## config.mk

```make
export PLATFORM = sky130hd
export DESIGN_NAME = alu_arbiter
export DESIGN_NICKNAME = d
export VERILOG_FILES = /design/src/rtl/alu_arbiter.sv
export SDC_FILE = /design/constraint.sdc
export NUM_CORES = 1
export LEC_CHECK = 0
export BUFFER_PORTS_ARGS = -buffer_cell sky130_fd_sc_hd__buf_4
export CAP_MARGIN = 25
export CORE_AREA = 10 10 131 133
export CTS_BUF_LIST = sky130_fd_sc_hd__clkbuf_8
export CTS_CLUSTER_DIAMETER = 100
export DETAILED_ROUTE_END_ITERATION = 6
export DIE_AREA = 0 0 141 143
export HOLD_SLACK_MARGIN = 0.12
export PLACE_DENSITY = 0.74
export SYNTH_ARGS = -nofsm -noshare
export SYNTH_HDL_FRONTEND = slang
export SYNTH_SLANG_ARGS = --single-unit
```

## constraint.sdc

```tcl
create_clock -name clk -period 4.5 [get_ports clk]
set_input_delay 0.225 -clock clk [delete_from_list [all_inputs] [get_ports clk]]
set_output_delay 0.225 -clock clk [all_outputs]
set_load 0.03 [all_outputs]
```

## src/rtl/alu_arbiter.sv

```systemverilog
// alu_arbiter: round-robin sharing of one combinational ALU between two requesters
module alu_arbiter #(
  parameter int DW = 32,
  parameter int RW = 64,
  parameter int CW = 16
) (
  input  logic          clk,
  input  logic          rst,
  input  logic          req0_valid,
  output logic          req0_ready,
  input  logic [DW-1:0] req0_a,
  input  logic [DW-1:0] req0_b,
  input  logic [2:0]    req0_sel,
  input  logic          req1_valid,
  output logic          req1_ready,
  input  logic [DW-1:0] req1_a,
  input  logic [DW-1:0] req1_b,
  input  logic [2:0]    req1_sel,
  output logic [DW-1:0] alu_a,
  output logic [DW-1:0] alu_b,
  output logic [2:0]    alu_sel,
  input  logic [RW-1:0] alu_out,
  input  logic          alu_zero,
  output logic          rsp_valid,
  input  logic          rsp_ready,
  output logic          rsp_id,
  output logic [RW-1:0] rsp_data,
  output logic          rsp_zero,
  output logic          rsp_illegal,
  output logic          busy,
  output logic [CW-1:0] ops_done
);
  typedef enum logic [1:0] {IDLE, EXEC, RESP} state_t;
  state_t state, state_n;
  logic prio, op_id, gnt, gnt_id;
  logic [DW-1:0] op_a, op_b;
  logic [2:0] op_sel;
  // state register
  always_ff @(posedge clk)
    state <= rst ? IDLE : state_n;
  // grant selection, next state and handshake outputs
  always_comb begin
    gnt = (state == IDLE) && (req0_valid || req1_valid);
    gnt_id = (req0_valid && req1_valid) ? prio : req1_valid;
    req0_ready = gnt && !gnt_id;
    req1_ready = gnt && gnt_id;
    rsp_valid = state == RESP;
    busy = state != IDLE;
    state_n = (state == IDLE) ? (gnt ? EXEC : IDLE) :
              (state == EXEC) ? RESP :
              (state == RESP && !rsp_ready) ? RESP : IDLE;
  end
  // latch winning request, capture ALU result, count completed handshakes
  always_ff @(posedge clk) begin
    if (rst) begin
      prio <= 1'b0;
      op_id <= 1'b0;
      op_a <= '0;
      op_b <= '0;
      op_sel <= '0;
      rsp_id <= 1'b0;
      rsp_data <= '0;
      rsp_zero <= 1'b0;
      rsp_illegal <= 1'b0;
      ops_done <= '0;
    end else begin
      if (gnt) begin
        op_id <= gnt_id;
        op_a <= gnt_id ? req1_a : req0_a;
        op_b <= gnt_id ? req1_b : req0_b;
        op_sel <= gnt_id ? req1_sel : req0_sel;
        prio <= !gnt_id;
      end
      if (state == EXEC) begin
        rsp_data <= alu_out;
        rsp_zero <= alu_zero;
        rsp_illegal <= op_sel < 3'd3;
        rsp_id <= op_id;
      end
      if (state == RESP && rsp_ready)
        ops_done <= ops_done + CW'(1);
    end
  end
  assign alu_a = op_a;
  assign alu_b = op_b;
  assign alu_sel = op_sel;
endmodule

```

After elaboration in Yosys (flattened, before gate mapping)
Index checks and enable logic that the tools add are counted.

word-level totals
  logic and storage cells = 34
  register bits = 154
  output and inout bits = 154
  input port bits = 204

cells by class
  reductions and logical operators = 11
  $lt $le $gt $ge = 1
  equal/unequal tests = 2
  muxes and demuxes = 8
  add/sub/neg operators = 1

operator list
  cell                   number
  $mux 32                2
  $add 16x1->16 const B  1
  $logic_and 1x1->1      6
  $mux 2                 3
  $lt 3x2->1 const B     1
  $mux 3                 1
  $eq 2x1->1 const B     1
  $eq 2x2->1 const B     1
  $logic_not 1->1        2
  $logic_not 2->1        1
  $mux 1                 2
  $reduce_bool 2->1      1
  $logic_or 1x1->1       1

Logic depth before layout (Yosys ltp)
Gate-level depths: netlist of run 1.

  depth after elaboration = 5
  depth in mapped cells = 7
  depth with buffers taken out = 5

Worst setup path after synthesis of run 1
Ideal clock, no wire load.

  path type = flip-flop to flip-flop
  from = reg ops_done[8]
  to = reg ops_done[15]
  setup slack = 2,680 ps
  setup time = 70 ps
  arrival time = 1,750 ps
  cell stages (with the launch flop) = 5
  period minus slack after synthesis = 1,820 ps
  path buffers = 0
  data required time = 4,430 ps
  path through = dfxtp_1 -> nand4_2 -> or4b_4 -> or3_1 -> a21oi_1

between the ends
  cells in the longest elaborated chain, start to end = 1

RTL lines
  what                      line  RTL
  start: declaration        31    output logic [CW-1:0] ops_done
  start signal: assignment  81    ops_done <= ops_done + CW'(1);
  $add 16x1->16             81

Every way passes these cells.
A chain may end at the register's enable or synchronous reset.

Worst setup path after layout of run 1
  from = reg state[1]
  to = reg op_a[12], in the netlist alu_a[12]

between the ends
  cells in the longest elaborated chain, start to end = 2

RTL lines
  what                      line  RTL
  start: declaration        34    state_t state, state_n;
  start signal: assignment  40    state <= rst ? IDLE : state_n;
  $logic_not 2->1           43    gnt = (state == IDLE) && (req0_valid || req1_valid);
  $logic_and 1x1->1         43
  end signal: assignment    69    op_a <= gnt_id ? req1_a : req0_a;
  end: declaration          36    logic [DW-1:0] op_a, op_b;

Every way passes these cells.

==> results.toml, run 1 <==
[critical_path]
crit_fanout = 51
crit_type = "register to register"
start_kind = "register"
crit_path_end_kind = "register"
worstPathRequired_ns = 4.90
crit_arrival_ns = 3.45

[layout]
area_growth_pct = 93.1
fin_nets = 1363
fin_area_mm2 = 0.0108
drive_gt1_share_pct = 34.5
num-fill-cells = 909
stdcell_count = 1356

[place]
io_buffers = 357
dp_cells = 1121
post_dp_cell_area_mm2 = 0.00834
dp_hpwl_mm = 17.4
place_ws_ns = 2.20
routabilityCongestion = 0.811

[power]
p_int_mw = 2.54
power.leakage_nw = 4.69
p_comb_share_pct = 29.3
vdd_drop_max_mv = 0.194
power.switching_mw = 1.17
seq_power_share_pct = 41.1
sw_frac_of_total_pct = 31.6
clkPwrFrac_pct = 29.6
power_density_mw_per_mm2 = 345

[timing]
fin_crit_sh_pct = 67.8
setup_viol = 0
tightest_slew_ns = 1.02
slew_headroom_pct = 32.3
tns_ns = 0
finalWorstSetupSlack_ns = 1.45
hold_violations = 0
rsz0062_at_grt = "false"
fin_skew_ns = 0.0241
drv_slew = 0
min_period_ns = 3.05
fmax_mhz = 328

[floorplan]
die_area_mm2 = 0.0202
start_util_pct = 38.7
io_pins = 358
die_h_um = 143
num_rows = 44
chipWidth_um = 141
coreArea_mm2 = 0.0144

[cts]
cts_sinks = 154
cts_made_buffers = 17
cts_resized = 0
cts_tree = "yes"
clk_latency_ns = 0.47
max-clock-path-buffers = 2
cts_setup_buffers = 0
htree_num_levels = 4
clk_pin_slew_ns = 0.08
cts_hold_buffers = 202
cts-root-buf = "clkbuf_8"

[yosys]
ys_seq_area_share_pct = 55.3
syn-cell-area_mm2 = 0.00558
yosysWarnings = 0
synthFlopType = "dfxtp_1"
synth.area.top_cells = "dfxtp_1, a222oi_1, nand2_1"
syn_avg_cell_area_um2 = 8.85
synth_seq_cells = 154
synth_fp_nets = 835
ys_types = 35
syn_inst = 630
synth_edf_count = 0
yosysTopAreaCell = "dfxtp_1"
synth_top_area_share_pct = 55.3
synthArstFlopShare_pct = 0

[drt]
vias = 7306
vias_per_cell = 5.39
ant_nets = 0
drtPass1Iterations = 7
wirelength_mm = 29.3
drtIter0Drc = 843
drc = 16
wl_per_cell_um = 21.6

[job]
cap_violations = 0

[grt]
grt_antenna_before_repair = 3
grt_pass1_wl_mm = 43.7
use_met2_pct = 46.5
grt-ovfl-total = 0
met3_usage_pct = 10.7
top_usage_layer = "met2"
grt_max_degree = 78
track_usage_pct = 27.3
met1_usage_pct = 28.8
grt_pass1_vias = 7665

[run_status]
status = "finished with violations"
violations = "design-rule violations"

[hold_path]
hold_class = "input pin to register"
## logic make-up after synthesis
group                    share of synthesized area [%]
AND/OR/NAND/NOR                                   19.1
flip-flops                                        55.3
AO/OA/AOI/OAI                                     19.6
buffers and inverters                             4.17
XOR/XNOR                                          1.57
adder cells (fa/ha/maj)                          0.224
## flip-flops by register name (all words and copies together) (netlist names)
| register | cells |
|---|---|
| rsp_zero | 1 |
| state | 2 |
| rsp_illegal | 1 |
| rsp_data | 64 |
| alu_a | 32 |
| ops_done | 16 |
| prio | 1 |
| op_id | 1 |
| rsp_id | 1 |
| alu_sel | 3 |
| alu_b | 32 |
## cell type report
type                    instances  area (um2)  share of cell area, %
diodes                          3        7.51                 0.0697
clock buffers                  18         248                   2.30
repair buffers                566        4750                   44.2
clock inverters                12         149                   1.38
flip-flops and latches        154        3080                   28.6
inverters                       3        11.3                  0.105
multi-input cells             416        2280                   21.2
well taps                     184         230                   2.14
## per-layer routing
layer | vias up | part of all wire [%]
met5 | - | 0.044
li1 | 3306 | -
met3 | 80 | 11
met2 | 486 | 49
met1 | 3432 | 35
met4 | 2 | 4.3
## power groups by stage
| stage | Sequential [mW] | Combinational (mW) | Clock, mW |
|---|---|---|---|
| 6_report | 1.53 | 1.09 | 1.10 |
| 5_1_grt | 1.54 | 1.15 | 1.16 |
| 4_1_cts | 1.52 | 1.04 | 1.10 |
| 3_5_place_dp | 1.55 | 0.818 | 0 |
| 3_3_place_gp | 1.55 | 0.810 | 0 |
| 2_1_floorplan | 1.73 | 0.255 | 0 |
## stage by stage
stage,hold slack (ns),total power [mW],util [%]
after floorplan,0.361,1.99,-
after global placement,0.442,2.36,57.8
after detailed placement,0.447,2.36,57.8
after CTS,0.161,3.67,74.6
after global routing,0.178,3.85,74.6
final,0.173,3.72,74.7
## Yosys cell counts, types with 2 or more instances
library cell and instances:
buf_2 6, xnor2_1 6, a222oi_1 67, nand2_1 137
dfxtp_1 154, nor4_1 2, o21ai_0 3, nand3_1 4
or3_1 3, clkbuf_1 45, xor2_1 4, and3_1 2
nand2b_1 4, a21oi_1 76, nor2b_1 2, buf_1 6
inv_1 3, nor2_1 83, nand4_1 4, nand4b_1 2
nor3_1 3
## path summary, 6_finish.rpt
path,cells past startpoint,slack [ns],from,end
worst max-delay path,6,1.45,state[1],alu_a[12]
worst min-delay path,2,0.17,rst,ops_done[8]
worst max register to register,6,1.45,state[1],alu_a[12]
worst min register to register,2,0.46,rsp_data[36],rsp_data[36]
## critical path: stages (launching register included)
cell and delay (ns):
dfxtp_1 0.40, nor2_1 0.33, and3_2 0.94, buf_4 0.40, a222oi_1 0.15, dlygate4sd3_1 0.65
nor2_1 0.11
## layout by cell type, fill, tap and decap left out, drive strengths merged, types with 6 or more instances in the layout
master,n
buf,364
nand2,137
nor2,83
clkinv,6
inv,6
dlygate4sd3,202
clkbuf,18
a222oi,67
dfxtp,154
a21oi,76
xnor2,6
Note: power is estimated with default switching activity, not from simulation.
==> run 2, diff against run 1 <==
- ABC_AREA: default -> 1
- CORE_AREA: 10 10 131 133 -> 10 10 132 134
- DIE_AREA: 0 0 141 143 -> 0 0 142 144
- PLACE_DENSITY: 0.74 -> 0.78
- clock period: 4.5 -> 3.05 ns (I/O delays scaled with it)
==> run 2 against run 1 <==
  * The run now ends clean
  * Setup slack worse by 0.77 ns
  * Non-clock buffer count stayed put
  * Clock skew decreased by 0.0095 ns
  * Fmax grew 29%
  * Sequential cell count is the same
  * Synthesized cell count increased by 49%
  * Critical endpoint is now alu_b[23]
==> results.toml, run 2 <==
[yosys]
yosysTopAreaCell = "dfxtp_1"
synth_top_area_share_pct = 48.8
synthXorXnorAreaFrac_pct = 0.139
yosysMostFrequentCell = "nand2_1"
synth_edf_count = 0
synth_fp_nets = 1141
synth_top_family_by_area = "simple AND/OR/NAND/NOR gates"
synthTopCellsByCount = "nand2_1, nor2_1, dfxtp_1, inv_1, nand3_1"
syn_inst = 936
synth-simple-area-share_pct = 34.9
synth_compound_area_share_pct = 7.05
synth_mux_area_share_pct = 0
syn_avg_cell_area_um2 = 6.75
ys_seq_area_share_pct = 48.8
synthAdderAreaFrac_pct = 0.198
synthArstFlopShare_pct = 0
synth.area.top_cells = "dfxtp_1, nand2_1, nor2_1"
ys_types = 25
synthFlopType = "dfxtp_1"
synth_seq_cells = 154
yosysWarnings = 0
syn-cell-area_mm2 = 0.00632

[hold_path]
hold_start = "req1_valid"
min_path_cells = 6
holdPathEnd = "prio"
hold_class = "input pin to register"

[cts]
cts-root-buf = "clkbuf_8"
cts_tree = "yes"
clk_latency_ns = 0.45
cts_setup_buffers = 0
htree_num_levels = 4
max-clock-path-buffers = 2
clk_pin_slew_ns = 0.09
cts_sinks = 154
cts_made_buffers = 17

[drt]
drc = 0
ant_nets = 0
drtIter0Drc = 677
drtPass1Iterations = 5
vias_per_cell = 5.13
vias = 8570
wl_per_cell_um = 18.7
wirelength_mm = 31.3

[floorplan]
chipWidth_um = 142
start_util_pct = 42.5
die_area_mm2 = 0.0204
die_h_um = 144
io_pins = 358
coreArea_mm2 = 0.0149
num_rows = 45

[grt]
met1_usage_pct = 31.2
use_met2_pct = 50.1
grt-ovfl-total = 0
top_usage_layer = "met2"
track_usage_pct = 29.3
grt_pass1_wl_mm = 47.9
met3_usage_pct = 11.2
grt_pass1_vias = 8760
grt_antenna_before_repair = 1
grt_max_degree = 79

[critical_path]
crit_path_end_kind = "register"
critical-path-max-stage-delay_ns = 0.65
r2r_end = "alu_b[23]"
crit_type = "register to register"
crit_arrival_ns = 2.77
crit_fanout = 70
cp_slowest_cell = "buf_4"
regToRegSetupSlack_ns = 0.68
worstRegToRegCells = 8
start_kind = "register"
reg2reg_from = "state[1]"
cp_common_cell = "nand2_1"
crit_chain = "nor2_2 > o21ai_4 > buf_4 > nand2_1 > nand3_1 > dlygate4sd3_1 > nand2_1 > inv_1"
worstPathRequired_ns = 3.46

[timing]
slew_headroom_pct = 47.7
fmax_mhz = 422
tightest_slew_ns = 0.785
rsz0062_at_grt = "false"
tns_ns = 0
fin_crit_sh_pct = 77.7
fin_skew_ns = 0.0146
setup_viol = 0
hold_violations = 0
min_period_ns = 2.37
drv_slew = 0
finalWorstSetupSlack_ns = 0.681

[layout]
multi_input_area_mm2 = 0.00269
layout_commonest_cell = "buf_4"
final_cell_mix = "buf_4, nand2_1, dlygate4sd3_1"
fin_nets = 1675
regArea_mm2 = 0.00308
largest_register_ffs = 64
drive_gt1_share_pct = 27.5
finish.utilization_pct = 78.1
area_growth_pct = 83.7
num-fill-cells = 900
largest_register = "rsp_data"

[power]
vdd_drop_max_mv = 0.411
power.leakage_nw = 6.14
power_density_mw_per_mm2 = 520

[place]
io_buffers = 357
routabilityCongestion = 0.894
place_ws_ns = 1.39
dp_hpwl_mm = 17.8

[run_status]
status = "finished, final reports clean"

[job]
cap_violations = 0
-- run 2: cell count changes in the layout (fill, tap and decap cells not counted), moves of 6 or more --
cell / delta
nand3_1: +70
a222oi_1: -67
o21ai_0: +65
nand2_1: +165
xnor2_1: -6
inv_1: +84
nor2_1: +79
a21oi_1: -67
-- run 2: layout make-up --
class,instances,share of cell area [%]
clock buffer,18,2.13
tap,188,2.03
clock inverter,14,1.89
multi-input combinational,639,23.1
inverter,92,2.98
timing repair buffer,566,41.3
sequential,154,26.6
antenna,1,0.0216
-- run 2: power by group --
group          total (mW)  switching [mW]  internal, mW
clock network        1.81           0.812          1.00
registers            2.31           0.115          2.20
logic                1.91            1.05         0.862
total                6.04            1.98          4.06
-- run 2: worst max-delay path by stage --
stage                start           end  slack, ns
3_3_place_gp      state[1]     alu_a[19]       1.42
5_1_grt           state[1]      alu_a[2]       0.57
6_report          state[1]     alu_b[23]       0.68
3_5_place_dp      state[1]     alu_a[17]       1.39
4_1_cts           state[1]     alu_a[17]       0.83
2_1_floorplan  ops_done[3]  ops_done[15]       1.56
-- run 2: critical path, delay by kind of cell, from the launching register on --
family / cells / cell delay [ns]
AND/OR/NAND/NOR: 4 / 0.50
flip-flops: 1 / 0.43
AO/OA/AOI/OAI: 1 / 0.08
buffers and inverters: 3 / 1.29
-- run 2: cells by family (layout without fill, tap and decap cells) --
| group | count (synthesis) | count (layout) |
|---|---|---|
| xor gates and xnor gates | 1 | 1 |
| buffers and inverters | 143 | 690 |
| other | 0 | 1 |
| DFF | 154 | 154 |
| and+or+nand+nor | 552 | 552 |
| adders and majority gates | 1 | 1 |
| AOI/OAI and AO/OA | 85 | 85 |
-- run 2: per-stage QoR --
stage	hold slack, ns	instance area (um2)	std cells	power, mW
finish	0.190	11600	1672	6.04
floorplan	0.287	6320	936	3.15
global route	0.222	11600	1672	6.28
detailed placement	0.378	9130	1438	3.81
global placement	0.372	9130	1438	3.79
CTS	0.157	11600	1671	5.95
-- run 2: repair_timing --
action,CTS,global route
hold buffers,201,0
resized for setup,0,0
endpoints found under the hold margin,145,0
-- run 2: layer usage --
| metal | vias to the layer above | wire length, um |
|---|---|---|
| met2 | 576 | 15500 |
| li1 | 3932 | - |
| met5 | - | 0 |
| met1 | 3962 | 10900 |
| met4 | 0 | 1290 |
| met3 | 100 | 3630 |
